File: src/rtl/seq_multiplier.sv
// rtl/seq_multiplier.sv - sequential shift-and-add magnitude multiplier (MULT_ZERO_BYPASS_EN: skip CALC on zero operand)
// Sign bits are only captured; the downstream sign stage re-applies them to the magnitude product.
module seq_multiplier #(
    parameter int DW   = 8,
    parameter int DW_2 = 2 * DW
) (
    input  logic            clk,
    input  logic            rst,
    input  logic            start,
    input  logic [DW-1:0]   multiplicand,
    input  logic [DW-1:0]   multiplier,
    output logic            ready,
    output logic            done,
    output logic [DW_2-1:0] product,
    output logic            multiplicand_msb,
    output logic            multiplier_msb
);

    localparam int CW = $clog2(DW + 1);
    localparam logic [CW-1:0] CNT_INIT = CW'(DW);

    typedef enum logic [1:0] {
        S_IDLE,
        S_LOAD,
        S_CALC,
        S_DONE
    } state_t;

    state_t          state_q, state_d;
    logic [DW_2-1:0] mcand_q, mcand_d;
    logic [DW-1:0]   mplier_q, mplier_d;
    logic [DW_2-1:0] acc_q, acc_d;
    logic [CW-1:0]   cnt_q, cnt_d;
    logic            ready_q, ready_d;
    logic            done_q, done_d;
    logic [DW_2-1:0] product_q, product_d;
    logic            mcand_msb_q, mcand_msb_d;
    logic            mplier_msb_q, mplier_msb_d;

    logic [DW-1:0]   mag_a;
    logic [DW-1:0]   mag_b;
    logic [DW_2-1:0] sum;

    always_comb begin
        state_d      = state_q;
        mcand_d      = mcand_q;
        mplier_d     = mplier_q;
        acc_d        = acc_q;
        cnt_d        = cnt_q;
        done_d       = 1'b0;
        product_d    = product_q;
        mcand_msb_d  = mcand_msb_q;
        mplier_msb_d = mplier_msb_q;

        // Magnitudes stay DW bits wide, so the most negative value maps to 2^(DW-1).
        mag_a = mcand_msb_q ? (~mcand_q[DW-1:0] + DW'(1)) : mcand_q[DW-1:0];
        mag_b = mplier_msb_q ? (~mplier_q + DW'(1)) : mplier_q;
        sum   = acc_q + (mplier_q[0] ? mcand_q : '0);

        case (state_q)
            S_IDLE, S_DONE: begin
                if (start) begin
                    mcand_d      = DW_2'(multiplicand);
                    mplier_d     = multiplier;
                    mcand_msb_d  = multiplicand[DW-1];
                    mplier_msb_d = multiplier[DW-1];
                    state_d      = S_LOAD;
                end else begin
                    state_d = S_IDLE;
                end
            end
            S_LOAD: begin
                mcand_d = DW_2'(mag_a);
                mplier_d = mag_b;
                acc_d   = '0;
                cnt_d   = CNT_INIT;
                state_d = S_CALC;
`ifdef MULT_ZERO_BYPASS_EN
                if ((mag_a == '0) || (mag_b == '0)) begin
                    state_d   = S_DONE;
                    product_d = '0;
                    done_d    = 1'b1;
                end
`endif
            end
            S_CALC: begin
                acc_d    = sum;
                mcand_d  = mcand_q << 1;
                mplier_d = mplier_q >> 1;
                cnt_d    = cnt_q - CW'(1);
                // Product is registered on entry to DONE so it is valid while done is high.
                if (cnt_q == CW'(1)) begin
                    state_d   = S_DONE;
                    product_d = sum;
                    done_d    = 1'b1;
                end
            end
            default: state_d = S_IDLE;
        endcase

        ready_d = (state_d == S_IDLE) || (state_d == S_DONE);
    end

    always_ff @(posedge clk) begin
        if (rst) begin
            state_q      <= S_IDLE;
            mcand_q      <= '0;
            mplier_q     <= '0;
            acc_q        <= '0;
            cnt_q        <= '0;
            ready_q      <= 1'b1;
            done_q       <= 1'b0;
            product_q    <= '0;
            mcand_msb_q  <= 1'b0;
            mplier_msb_q <= 1'b0;
        end else begin
            state_q      <= state_d;
            mcand_q      <= mcand_d;
            mplier_q     <= mplier_d;
            acc_q        <= acc_d;
            cnt_q        <= cnt_d;
            ready_q      <= ready_d;
            done_q       <= done_d;
            product_q    <= product_d;
            mcand_msb_q  <= mcand_msb_d;
            mplier_msb_q <= mplier_msb_d;
        end
    end

    assign ready            = ready_q;
    assign done             = done_q;
    assign product          = product_q;
    assign multiplicand_msb = mcand_msb_q;
    assign multiplier_msb   = mplier_msb_q;

endmodule

File: config.mk
export PLATFORM = sky130hd
export DESIGN_NAME = seq_multiplier
export DESIGN_NICKNAME = d
export VERILOG_FILES = /design/src/rtl/seq_multiplier.sv
export SDC_FILE = /design/constraint.sdc
export NUM_CORES = 1
export LEC_CHECK = 0
export CORE_UTILIZATION = 60
export CTS_BUF_LIST = sky130_fd_sc_hd__clkbuf_16
export CTS_CLUSTER_DIAMETER = 100
export CTS_CLUSTER_SIZE = 24
export DETAILED_ROUTE_END_ITERATION = 8
export PLACE_DENSITY = 0.84
export SLEW_MARGIN = 20
export SYNTH_ARGS = -nofsm -noshare
export SYNTH_HDL_FRONTEND = slang
export SYNTH_SLANG_ARGS = --single-unit
File: constraint.sdc
create_clock -name clk -period 3.74 [get_ports clk]
set_input_delay 1.122 -clock clk [delete_from_list [all_inputs] [get_ports clk]]
set_output_delay 1.122 -clock clk [all_outputs]
set_load 0.005 [all_outputs]
# == Word-level counts from Yosys, hierarchy flattened ==
# Cells that the tools add are included.
# classes
addsub,4
n_eq_ne,8
muxes,13
n_bitwise,3
reduce_logical,10
# ops
operator,count
16-bit one-hot mux with 3 select lines,1
16-bit 2-to-1 mux,2
16-bit one-hot mux with 2 select lines,1
8-bit 2-to-1 mux,3
8-bit one-hot mux with 3 select lines,1
16-bit adder,1
"8-bit by 1-bit adder with 8-bit output, second input constant",2
8-bit inverter,2
4-bit one-hot mux with 2 select lines,1
2-bit AND reduction,4
"2-bit == test, second input constant",3
"2-bit inequality test, second input constant",3
2-bit one-hot mux with 3 select lines,1
"4-bit by 1-bit == test with 1-bit output, second input constant",1
2-bit logical NOT,2
2-bit OR reduction,2
"4-bit by 1-bit subtractor with 4-bit output, second input constant",1
"2-bit by 1-bit == test with 1-bit output, second input constant",1
1-bit 2-to-1 mux,2
2-bit 2-to-1 mux,1
2-bit nonzero test,1
1-bit logical OR,1
1-bit inverter,1
# word_totals
ff_bits,66
input_bits,19
output_inout_bits,20
wordCells,49

# == Depth between registers and ports, before layout ==
# depth
ltp_word,5
depth_mapped,10
mapped_depth_nobuf,10

# == Worst setup path after synthesis ==
# Ideal clock, no wire load.
# synth_path
path_kind,register to register
startpoint,register mplier_q[0]
endpoint,register product_q[14] (netlist: product[14])
setup_ns,0.095
t_arrival_ns,2.301
required_ns,3.645
setup_slack_ns,1.343
stages_incl_launch_ff,9
cell_sequence,dfxtp_1 -> clkbuf_1 -> and2_1 -> ha_1 -> a21o_1 -> a221oi_2 -> o221ai_2 -> a221o_1 -> o311ai_1
# synth_between
elab_chain_len,2
# synth_lines
element,line_no,text
start: declaration,31,"logic [DW-1:0] mplier_q, mplier_d;"
start signal: assignment,119,mplier_q <= mplier_d;
16-bit 2-to-1 mux,58,sum = acc_q + (mplier_q[0] ? mcand_q : '0);
16-bit adder,58,
end signal: assignment,124,product_q <= product_d;
end: declaration,36,"logic [DW_2-1:0] product_q, product_d;"
# Every way passes these cells.
# A chain may end at the register's enable or synchronous reset.

# == Worst setup path in the final report ==
# layout_path
startpoint,register state_q[0]
endpoint,register acc_q[15]
# layout_between
elab_chain_len,2
word_cells_on_any_way,4
# layout_lines
element,line_no,text
start: declaration,29,"state_t state_q, state_d;"
start signal: assignment,117,state_q <= state_d;
2-bit == test or 2-bit by 1-bit == test with 1-bit output (tied branches),60,case (state_q)
16-bit one-hot mux with 2 select lines or 2-bit nonzero test (tied branches),n/a,
end signal: assignment,109,acc_q <= '0;
end signal: assignment,120,acc_q <= acc_d;
end: declaration,32,"logic [DW_2-1:0] acc_q, acc_d;"
# Parallel ways exist; a longest one is shown, timed or not.

==> reports/results.ini <==
[clock_tree]
holdBufCountCts = 0
cts_resized = 0
cts.clk_slew.worst_paths_ns = 0.06
h-tree-depth = 3
clk_path_buf_depth = 2
cts_setup_buffers = 0
cts_sinks = 66
numCtsBuffers = 9
root_buffer = clkbuf_16
clkLatencyLatePin_ns = 0.33
cts_tree = yes

[synthesis]
ys_top_cells_by_area = dfxtp_1, nand2_1, ha_1, nor2_1, a21oi_1
synth.avg_cell_area_um2 = 7.64
yosys.area.top_type = dfxtp_1
ys_warn_count = 0
synth_top_area_frac = 0.346
syn_inst = 500
synth_seq_cells = 66
synth_nets = 541
ys_seq_area_frac = 0.346
synth_area_um2 = 3820
ys.flop_type = dfxtp_1
synth.distinct_cells = 56
synth_edf_count = 0
synthArstFlopShare = 0

[routing]
viasPerCell = 6.07
route.vias.total = 3664
drc = 0
dr.first_iter.drc_count = 206
wirelength_um = 9320
drt-pass1-iter-count = 5
wl_per_cell_um = 15.4
postRouteAntennaNets = 0

[finish]
nFillCells = 484
layout_common_cells = nand2_1, dfxtp_1, nor2_1
final_nets = 565
n_antenna_cell = 0
fin_area_um2 = 4490
utilization = 0.744
layout_commonest_cell = nand2_1
finalNonFillerCells = 604
drive_gt1_frac = 0.0567
syn2layout_area_growth_pct = 17.4

[critical_path]
endpoint_kind = flip-flop
cp.required_ns = 3.99
cp_num_buf_inv = 1
slowest_delay_ns = 0.97
cp_cell_sequence = inv_1 -> ha_2 -> nor2b_1 -> nand2b_1 -> or3_1 -> o211ai_1
cpMaxStageDelayCell = nor2b_1
cp.arrival_ns = 3.12
crit_path_max_fanout = 32
path_delay_family = simple AND/OR/NAND/NOR gates
cp-start-kind = flip-flop
crit_type = reg -> reg

[floorplanning]
core_um2 = 6030
ios = 39
num_rows = 28
start_util = 0.634
dieHeight_um = 81.8
fp.dieW_um = 81.8
die-area_um2 = 6690

[timing]
max_slew.worst_pin.slew_ns = 1.14
rsz0062_at_grt = no
finalClockSkew_ns = 0.00546
slew_headroom = 0.241
setup_ws_ns = 0.872
slew_viol_final = 0
hold_viol = 0
min_period_ns = 2.87
setup_violations = 0
tns_ns = 0
max_freq_mhz = 349
period_share = 0.767

[global_route]
grt_pass1_wl_um = 15200
grt_use_total = 0.297
grt_pass1_vias = 3247
grt_max_degree = 51
antenna_found_initial = 0
grt_overflow_total = 0

[place]
dp_cells = 588
gp_congestion = 0.860
place_ws_ns = 0.938
dpl.hpwl_um = 5950
io_buffer_count = 38
place_area_um2 = 4210

[power_and_ir_drop]
power_density_nw_per_um2 = 416
p_leak_nw = 1.79
ir_drop_v = 0.000311

[hold_path]
hp-class = reg -> reg

[status]
outcome = finished, final reports clean

[job]
drv_cap = 0

## cell families after synthesis
| kind of cell | Yosys count | synth area share |
|---|---|---|
| flops | 66 | 0.346 |
| buf+inv | 43 | 0.0422 |
| mux | 1 | 0.00262 |
| compound gates | 136 | 0.235 |
| fa+ha+maj | 22 | 0.0740 |
| simple gates | 220 | 0.273 |
| xor+xnor | 12 | 0.0275 |
## metal layers
metal / GRT usage / share of wire
met2: 0.484 / 0.47
met4: 0.119 / 0.018
met5: 0 / 0
met3: 0.0633 / 0.050
met1: 0.379 / 0.46
## state kept, by name, indices dropped and copies added (netlist names)
name / flops
acc_q: 16
done: 1
multiplicand_msb: 1
mplier_q: 8
multiplier_msb: 1
mcand_q: 16
cnt_q: 4
ready: 1
state_q: 2
product: 16
## worst paths after layout
kind,start,endpoint,slack (ns),cells past startpoint
max,state_q[0],acc_q[15],0.87,6
min,product[10],product[10],0.45,2
max reg2reg,state_q[0],acc_q[15],0.87,6
min reg2reg,product[10],product[10],0.45,2
## metrics by stage
| stage | hold slack (ns) | total power [W] |
|---|---|---|
| final | 0.454 | 0.00187 |
| after global routing | 0.484 | 0.00194 |
| after global placement | 0.441 | 0.00109 |
| after detailed placement | 0.448 | 0.00110 |
| after floorplan | 0.453 | 0.00101 |
| after CTS | 0.455 | 0.00186 |
## cell type report
type,count,area [um2],share of cell area
timing repair buffer,42,405,0.0904
inverter,14,52.6,0.0117
clock inverter,7,46.3,0.0103
tap,75,93.8,0.0209
sequential,66,1320,0.295
clock buffer,9,225,0.0502
multi-input combinational,391,2340,0.522
## power breakdown
part,leakage (nW),internal [W],switching [W]
registers,0.535,0.000735,0.0000392
logic,1.13,0.000124,0.000199
clock network,0.127,0.000445,0.000324
## synthesized netlist by cell type, drive strengths merged, types with 2 or more instances
| cell | instances |
|---|---|
| xnor2 | 5 |
| o221ai | 2 |
| nand4 | 4 |
| a22oi | 16 |
| nand2b | 8 |
| nor3b | 3 |
| a221o | 4 |
| or3 | 9 |
| buf | 2 |
| and3 | 3 |
| o21ai | 34 |
| and4 | 3 |
| clkbuf | 27 |
| a211oi | 2 |
| nor4 | 2 |
| o311ai | 2 |
| ha | 21 |
| a21o | 8 |
| inv | 14 |
| nor3 | 13 |
| o22a | 8 |
| o21a | 3 |
| dfxtp | 66 |
| o41ai | 2 |
| a21oi | 39 |
| o22ai | 3 |
| nand3 | 6 |
| xor2 | 7 |
| nor2 | 61 |
| a221oi | 4 |
| nor2b | 5 |
| nand3b | 8 |
| nand2 | 77 |
| and2 | 14 |
## tightest hold or removal path, cell delays in order (launching register included)
cell     delay, ns
dfxtp_1       0.30
nand2_1       0.05
a21oi_1       0.05
(Power assumes the default switching activity.)
